`config.mk`:
```
export PLATFORM = sky130hd
export DESIGN_NAME = mouse_cursor_tracker
export DESIGN_NICKNAME = d
export VERILOG_FILES = /design/src/rtl/mouse_cursor_tracker_pkg.sv /design/src/rtl/mouse_axis_accum.sv /design/src/rtl/mouse_cursor_tracker.sv
export SDC_FILE = /design/constraint.sdc
export NUM_CORES = 1
export LEC_CHECK = 0
export CAP_MARGIN = 40
export CORE_AREA = 2 2 135 137
export DETAILED_ROUTE_END_ITERATION = 6
export DIE_AREA = 0 0 137 139
export PLACE_DENSITY = 0.54
export SETUP_SLACK_MARGIN = 0.05
export SLEW_MARGIN = 20
export SYNTH_ARGS = -nofsm -noshare
export SYNTH_HDL_FRONTEND = slang
export SYNTH_SLANG_ARGS = --single-unit
```
`constraint.sdc`:
```
create_clock -name clk -period 3.1 [get_ports clk]
set_clock_uncertainty 0.1 [all_clocks]
set_input_delay 0.62 -clock clk [delete_from_list [all_inputs] [get_ports clk]]
set_output_delay 0.62 -clock clk [all_outputs]
set_load 0.01 [all_outputs]
```
`src/rtl/mouse_cursor_tracker_pkg.sv`:
```
// Shared definitions for the ps2_mouse read port: register map, status-byte layout, FSM encodings.
package mouse_cursor_tracker_pkg;

  localparam logic [1:0] ADDR_STAT = 2'b00;
  localparam logic [1:0] ADDR_X    = 2'b01;
  localparam logic [1:0] ADDR_Y    = 2'b10;

  localparam int unsigned BIT_L     = 0;
  localparam int unsigned BIT_R     = 1;
  localparam int unsigned BIT_M     = 2;
  localparam int unsigned BIT_XSIGN = 4;
  localparam int unsigned BIT_YSIGN = 5;
  localparam int unsigned BIT_XOVF  = 6;
  localparam int unsigned BIT_YOVF  = 7;

  localparam logic [2:0] StIdle    = 3'd0;
  localparam logic [2:0] StRdStat  = 3'd1;
  localparam logic [2:0] StRdX     = 3'd2;
  localparam logic [2:0] StRdY     = 3'd3;
  localparam logic [2:0] StUpdate  = 3'd4;
  localparam logic [2:0] StWaitClr = 3'd5;

  // 9-bit PS/2 delta {sign, byte} widened to the 12-bit accumulation width.
  function automatic logic [11:0] sext_delta(input logic sign, input logic [7:0] mag);
    return {{4{sign}}, mag};
  endfunction

endpackage

```
`src/rtl/mouse_axis_accum.sv`:
```
// One clamped cursor axis: adds (or subtracts) a scaled PS/2 delta and saturates to 0..MAX.
module mouse_axis_accum
  import mouse_cursor_tracker_pkg::*;
#(
  parameter int MAX         = 639,
  parameter int INIT        = 320,
  parameter int SCALE_SHIFT = 0
) (
  input  logic       clk,
  input  logic       rst,
  input  logic       sign,
  input  logic [7:0] mag,
  input  logic       ovf,
  input  logic       invert,
  input  logic       load,
  output logic [9:0] pos,
  output logic [9:0] pos_next
);

  logic [9:0]        pos_q, pos_d;
  logic signed [11:0] delta;
  logic signed [11:0] sum;

  always_comb begin
    delta = $signed(sext_delta(sign, mag)) >>> SCALE_SHIFT;
    sum   = $signed({2'b00, pos_q});
    // An overflowed axis keeps its position; the packet still counts for buttons.
    if (!ovf) begin
      sum = invert ? (sum - delta) : (sum + delta);
    end
    if (sum < 0) begin
      pos_next = 10'd0;
    end else if (sum > MAX) begin
      pos_next = 10'(MAX);
    end else begin
      pos_next = sum[9:0];
    end
    pos_d = load ? pos_next : pos_q;
  end

  always_ff @(posedge clk or negedge rst) begin
    if (!rst) begin
      pos_q <= 10'(INIT);
    end else begin
      pos_q <= pos_d;
    end
  end

  assign pos = pos_q;

endmodule

```
`src/rtl/mouse_cursor_tracker.sv`:
```
// Reads status/X/Y from ps2_mouse on each dav and tracks a clamped screen cursor plus buttons.
module mouse_cursor_tracker
  import mouse_cursor_tracker_pkg::*;
#(
  parameter int unsigned X_MAX       = 639,
  parameter int unsigned Y_MAX       = 479,
  parameter int unsigned X_INIT      = 320,
  parameter int unsigned Y_INIT      = 240,
  parameter int unsigned SCALE_SHIFT = 0,
  parameter int unsigned CLR_TIMEOUT = 255
) (
  input  logic       clk,
  input  logic       rst,
  input  logic       dav,
  input  logic [7:0] data,
  output logic       io_cs,
  output logic [1:0] addr,
  output logic [9:0] cursor_x,
  output logic [9:0] cursor_y,
  output logic [2:0] buttons,
  output logic       moved,
  output logic       timeout_err
);

  localparam int unsigned CntW = $clog2(CLR_TIMEOUT + 1);

  logic [2:0]      state_q, state_d;
  logic            io_cs_q, io_cs_d;
  logic [1:0]      addr_q, addr_d;
  logic [7:0]      stat_q, stat_d, dx_q, dx_d, dy_q, dy_d;
  logic [CntW-1:0] cnt_q, cnt_d;
  logic            tout_q, tout_d;
  logic [2:0]      buttons_q, buttons_d;
  logic            moved_q, moved_d;
  logic            load;
  logic [9:0]      x_next, y_next;

  mouse_axis_accum #(
    .MAX        (int'(X_MAX)),
    .INIT       (int'(X_INIT)),
    .SCALE_SHIFT(int'(SCALE_SHIFT))
  ) u_x (
    .clk     (clk),
    .rst     (rst),
    .sign    (stat_q[BIT_XSIGN]),
    .mag     (dx_q),
    .ovf     (stat_q[BIT_XOVF]),
    .invert  (1'b0),
    .load    (load),
    .pos     (cursor_x),
    .pos_next(x_next)
  );

  // PS/2 +Y is up while screen Y grows downward, hence the inverted axis.
  mouse_axis_accum #(
    .MAX        (int'(Y_MAX)),
    .INIT       (int'(Y_INIT)),
    .SCALE_SHIFT(int'(SCALE_SHIFT))
  ) u_y (
    .clk     (clk),
    .rst     (rst),
    .sign    (stat_q[BIT_YSIGN]),
    .mag     (dy_q),
    .ovf     (stat_q[BIT_YOVF]),
    .invert  (1'b1),
    .load    (load),
    .pos     (cursor_y),
    .pos_next(y_next)
  );

  always_comb begin
    state_d   = state_q;
    io_cs_d   = 1'b0;
    addr_d    = addr_q;
    stat_d    = stat_q;
    dx_d      = dx_q;
    dy_d      = dy_q;
    cnt_d     = cnt_q;
    tout_d    = tout_q;
    buttons_d = buttons_q;
    moved_d   = 1'b0;
    load      = 1'b0;
    case (state_q)
      StIdle: begin
        if (dav) begin
          state_d = StRdStat;
          io_cs_d = 1'b1;
          addr_d  = ADDR_STAT;
        end
      end
      StRdStat: begin
        stat_d  = data;
        state_d = StRdX;
        io_cs_d = 1'b1;
        addr_d  = ADDR_X;
      end
      StRdX: begin
        dx_d    = data;
        state_d = StRdY;
        io_cs_d = 1'b1;
        addr_d  = ADDR_Y;
      end
      StRdY: begin
        dy_d    = data;
        state_d = StUpdate;
      end
      StUpdate: begin
        load      = 1'b1;
        buttons_d = stat_q[BIT_M:BIT_L];
        moved_d   = (x_next != cursor_x) || (y_next != cursor_y) ||
                    (stat_q[BIT_M:BIT_L] != buttons_q);
        cnt_d     = '0;
        state_d   = StWaitClr;
      end
      StWaitClr: begin
        if (!dav) begin
          state_d = StIdle;
        end else if (cnt_q == CntW'(CLR_TIMEOUT - 1)) begin
          tout_d  = 1'b1;
          state_d = StIdle;
        end else begin
          cnt_d = cnt_q + 1'b1;
        end
      end
      default: state_d = StIdle;
    endcase
  end

  always_ff @(posedge clk or negedge rst) begin
    if (!rst) begin
      state_q   <= StIdle;
      io_cs_q   <= 1'b0;
      addr_q    <= ADDR_STAT;
      stat_q    <= '0;
      dx_q      <= '0;
      dy_q      <= '0;
      cnt_q     <= '0;
      tout_q    <= 1'b0;
      buttons_q <= '0;
      moved_q   <= 1'b0;
    end else begin
      state_q   <= state_d;
      io_cs_q   <= io_cs_d;
      addr_q    <= addr_d;
      stat_q    <= stat_d;
      dx_q      <= dx_d;
      dy_q      <= dy_d;
      cnt_q     <= cnt_d;
      tout_q    <= tout_d;
      buttons_q <= buttons_d;
      moved_q   <= moved_d;
    end
  end

  assign io_cs       = io_cs_q;
  assign addr        = addr_q;
  assign buttons     = buttons_q;
  assign moved       = moved_q;
  assign timeout_err = tout_q;

endmodule
```
After elaboration in Yosys (flattened, before gate mapping)
Index checks and enable logic that the tools add are counted. W data, S select, Z words.

Output and inout bits: 28. Flip-flop bits (word level): 63.

Add/sub/neg operators: 3. Order comparisons: 4. Reductions and logical operators: 10. Multiplexer cells: 19. Eq/ne operators: 13.

Operators by type and width (count): $mux W10 (4); $lt A12 B1 Y1 const B (2); $mux W12 (2); $ne A10 B10 Y1 (2); $pmux W3 S6 (1); $mux W8 (2); $pmux W8 S2 (1); $add A11 B9 Y12 (1); $gt A12 B10 Y1 const B (1); $gt A12 B11 Y1 const B (1); $sub A11 B9 Y12 (1); $mux W3 (3); $add A8 B1 Y8 const B (1); $eq A8 B8 Y1 const B (1); $eq A3 B2 Y1 const B (2); $eq A3 B3 Y1 const B (2); $ne A2 B2 Y1 const B (3); $pmux W2 S3 (1); $reduce_and A3 Y1 (2); $reduce_and A2 Y1 (2); $eq A3 B1 Y1 const B (1); $logic_not A3 Y1 (1); $mux W1 (3); $ne A3 B3 Y1 (1); other kinds (7) (8).

Longest topological paths before layout
Depth in word-level cells: 9. Depth in mapped cells: 15. Mapped depth without buffers: 14.

Hierarchy
Synthesis repeated with hierarchy kept, for this count alone.

Cell total of the unflattened synthesis: 530. Area total of the unflattened synthesis: 4903.5 µm².

Modules (own cells, without submodules): mouse_cursor_tracker (cells each 162, area each 2018.2 µm², instances 1, seq. area each 1051.0 µm²); mouse_axis_accum at u_y (cells each 194, area each 1517.7 µm², instances 1, seq. area each 255.2 µm²); mouse_axis_accum at u_x (cells each 174, area each 1367.6 µm², instances 1, seq. area each 252.7 µm²).

Worst setup path before layout
OpenSTA, ideal clock, no wires.

Path type: register to register. Start point: reg u_y.pos_q[0], in the netlist u_y.pos[0]. End point: reg moved_q, in the netlist moved. Slack: -0.261 ns. Required time: 2.858 ns. Data arrival time: 3.120 ns. Period minus slack after synthesis: 3.361 ns. Cell stages (with the launch flop): 16. Buffers on the path: 1. Cells stage by stage: dfrtp_1 inv_1 ha_1 inv_1 fa_1 a211oi_1 o21ai_2 a221oi_1 o21bai_1 mux2i_2 o22ai_2 buf_4 a21oi_1 xor2_1 nor4_1 a41oi_1.

Word-level cells in the longest chain between the ends: 9. Elaborated cells on any way between the ends: 10.

Ends and longest elaborated chain: start: declaration (line mouse_axis_accum.sv:20) `logic [9:0] pos_q, pos_d;`; start signal: assignment (line mouse_axis_accum.sv:43) `pos_q <= 10'(INIT);`; start signal: assignment (line mouse_axis_accum.sv:45) `pos_q <= pos_d;`; $sub A11 B9 Y12 (line mouse_axis_accum.sv:29) `sum = invert ? (sum - delta) : (sum + delta);`; $mux W12 (line mouse_axis_accum.sv:28) `if (!ovf) begin`; $gt A12 B10 Y1 (line mouse_axis_accum.sv:33) `end else if (sum > MAX) begin`; $mux W10 (line mouse_axis_accum.sv:33); $mux W10 (line mouse_axis_accum.sv:31) `if (sum < 0) begin`; $ne A10 B10 Y1 * (line mouse_cursor_tracker.sv:110) `moved_d = (x_next != cursor_x) || (y_next != cursor_y) ||`; $logic_or A1 B1 Y1 * (2 in series) (line mouse_cursor_tracker.sv:110); $mux W1 * (line mouse_cursor_tracker.sv:83) `case (state_q)`; via moved_d (line mouse_cursor_tracker.sv:34) `logic moved_q, moved_d;`; end signal: assignment (line mouse_cursor_tracker.sv:151) `moved_q <= moved_d;`; end: declaration (line mouse_cursor_tracker.sv:34).

Mark *: on every way through the listed nets, which the timed path passes. The rest lies on a longest branch. A chain may end at the register's enable or synchronous reset.

Worst setup path in the final report
Same ends and word-level chain as after synthesis.

==> qor.csv <==
metric,value,unit
layout cells sized above 1,27.2,%
full die area,0.0190,mm2
Post-Synth Adder-Cell Area,7.90,%
fillcell total,1819,
multi-input logic area,0.00264,mm2
H-tree levels,3,
total number of vias,4091,
worst endpoint required time,3.18,ns
die width,137,um
drt pass-1 iters,4,
reg2reg end,moved,
FF-to-FF path depth,14,
ANT cells,0,
Critical Path Start Type,flop,
most used cell along the critical path,inv_2,
site row count,49,
top cell type's share of synthesized area,32.5,%
final hold viol count,0,
vias in the first global route,3966,
Skew-Pair Late Insertion Delay,0.33,ns
"Primary FF master, synth",dfrtp_1,
number of distinct library cells after synthesis,74,
I/O pin total,39,
Reg2Reg Setup Slack,-0.15,ns
DR WL/cell,16.3,um
FF+latch area,0.00156,mm2
critical path class,flop to flop,
status,finished with violations,
# nets final,623,
Final Setup Violations,1,
Area contributors post-synth,"dfrtp_1, ha_1, mux2_2",
Routed WL,13.4,mm
Layout area overhead,38.8,%
fmax,308,MHz
first-iteration detailed-routing DRC count,371,
die height,139,um
CTS Root Cell,clkbuf_16,
crit share post-route,105,%
Worst path slowest cell,or4_1,
reg2reg start,u_y.pos[0],
delay of the slowest critical-path stage,0.51,ns
total track usage,14.3,%
"Reg clk slew, reported paths",0.06,ns
final hold slack,0.0286,ns
RSZ-0062 raised after global routing,true,
post-synthesis mux area share,5.98,%
Worst-Margin Slew,0.704,ns
Max Cap Viol,0,
Overflow after GRT,0,
CP endpoint kind,flop,
starting density of the core,24.4,%
CTS Buf Count,9,
Syn Nets,498,
hold_buf cts,0,
Final ANT Viol Nets,0,
cell taking the most area after synthesis,dfrtp_1,
Synth Area in Compound Gates,25.6,%
setup ws final,-0.151,ns
CTS Sinks,62,
Setup TNS,-0.151,ns
RePlAce Congestion,0.887,
initial antenna violation count,0,
DRC,0,
Final Critical Period,3.25,ns
syn avg cell area,9.34,um2
post-synthesis sequential area ratio,36.2,%
Slew HR,52.7,%
combinational family with the most area after synthesis,compound AO/OA/AOI/OAI gates,
Synth Instances,461,
number of flops mapped to enable cells by yosys,0,
number of port buffers,38,
first-pass GRT wire length,21.4,mm
CP Cell Sequence,inv_2 > ha_4 > inv_2 > fa_2 > a211oi_2 > o21ai_2 > a221oi_2 > o21bai_1 > mux2i_2 > o22ai_2 > nand2_1 > or4_1 > a32oi_1 > a41oi_1,
Synth Area in XOR/XNOR,5.26,%
number of vias per cell,4.99,
synth warn,0,
crit path max fanout,4,
largest net degree at the start of global routing,28,
Hold WC Path Type,primary input to async pin,
Arrival @ worst endpoint,3.33,ns
mapped cell area,0.00431,mm2
post-DP HPWL,10.5,mm
Synth Area in Simple Gates,15.6,%
Final Max Slew Viols,0,
CTS max path bufs,2,
failing checks,setup timing,
Core ar.,0.0177,mm2
asr flop ratio synth,100,%
CTS tree,built,
"FF+latch count, synth",62,
==> cell usage in the layout (no fill, tap or decap), types with 7 or more instances in the layout <==
cell type,count
a21o_1,16
a21oi_1,39
buf_4,86
clkbuf_16,9
clkdlybuf4s50_1,37
dfrtp_1,55
ha_1,23
inv_1,20
mux2_2,19
nand2_1,43
nand2b_1,8
nor2_1,26
nor3_1,13
o211ai_1,10
o21ai_0,17
o22a_1,7
xnor2_1,7
xor2_1,17
==> cell usage after synthesis (all sizes together), types with 3 or more instances <==
master and number:
mux2i 4, or2 4, nor2 26, a32o 3, o2111ai 4, or3 3
and3 4, clkbuf 10, mux2 19, ha 24, nand2 43, a211oi 8
a21o 16, nand3 6, xor2 17, a31oi 5, o32a 3, o21ai 21
nand2b 8, and2 3, o22a 7, nor3 13, a221oi 3, a22o 5
o211ai 11, nor4 4, a21oi 43, or4 3, nand4 3, dfrtp 56
nor3b 4, buf 5, o41ai 3, inv 23, xnor2 8, dfstp 6
==> registers in the layout, indices dropped and copies added, names as in the netlist <==
name and cells:
state_q 3, timeout_err 1, u_x.pos 10, buttons 3, io_cs 1, cnt_q 8, u_y.pos 10, dy_q 8
stat_q 7, dx_q 8, addr 2, moved 1
==> per-stage QoR <==
stage,cell area [um2],instances,setup WS [ns],util (%)
3_5_place_dp,5610,801,-0.183,31.8
4_1_cts,5950,818,-0.157,33.7
5_1_grt,5980,820,-0.307,33.9
6_report,5980,820,-0.151,33.9
3_3_place_gp,5590,800,-0.107,31.7
2_1_floorplan,4330,461,-0.0567,-
==> area by class of cell <==
cell class	count	area share, %
clock buffers	10	4.00
well taps	229	4.79
clock inverters	6	1.17
inverters	23	1.44
flip-flops and latches	62	26.1
multi-input cells	361	44.2
repair buffers	129	18.3
==> metal layers <==
layer  global-route usage, %  vias to the layer above  part of all wire [%]
li1                        -                     1978                     -
met4                    2.71                        0                   1.1
met1                    20.8                     2002                    48
met5                       0                        -                     0
met2                    22.0                       97                    46
met3                    2.85                       14                   5.3
==> how the worst max path moves through the flow <==
stage                    start  slack [ns]  cells past startpoint    end
floorplan           u_y.pos[0]       -0.06                     15  moved
global placement    u_y.pos[0]       -0.11                     14  moved
detailed placement  u_y.pos[0]       -0.18                     15  moved
CTS                 u_y.pos[0]       -0.16                     14  moved
global route        u_y.pos[0]       -0.31                     14  moved
finish              u_y.pos[0]       -0.15                     14  moved
==> worst max-delay path: cells and delay by family (launching register included) <==
family	cells	cell delay, ns
and+or+nand+nor	2	0.60
AOI/OAI and AO/OA	7	1.24
muxes	1	0.18
DFF	1	0.40
buffers and inverters	2	0.10
adders and majority gates	2	0.47
==> timing repair <==
item                                    4_1_cts  5_1_grt
pin swaps                                     0        5
setup buffers                                 1        2
gates resized for setup                       4        6
endpoints found under the hold margin         0        0
endpoints found under the setup margin        2       11
==> kinds of logic after synthesis <==
| family | after synthesis |
|---|---|
| AO/OA/AOI/OAI | 155 |
| AND/OR/NAND/NOR | 132 |
| flip-flops | 62 |
| buffers and inverters | 38 |
| adder cells (fa/ha/maj) | 26 |
| XOR/XNOR | 25 |
| multiplexers | 23 |
Power is not shown: default switching activity piles up to over one toggle a cycle in this logic, so the estimate is an artifact.
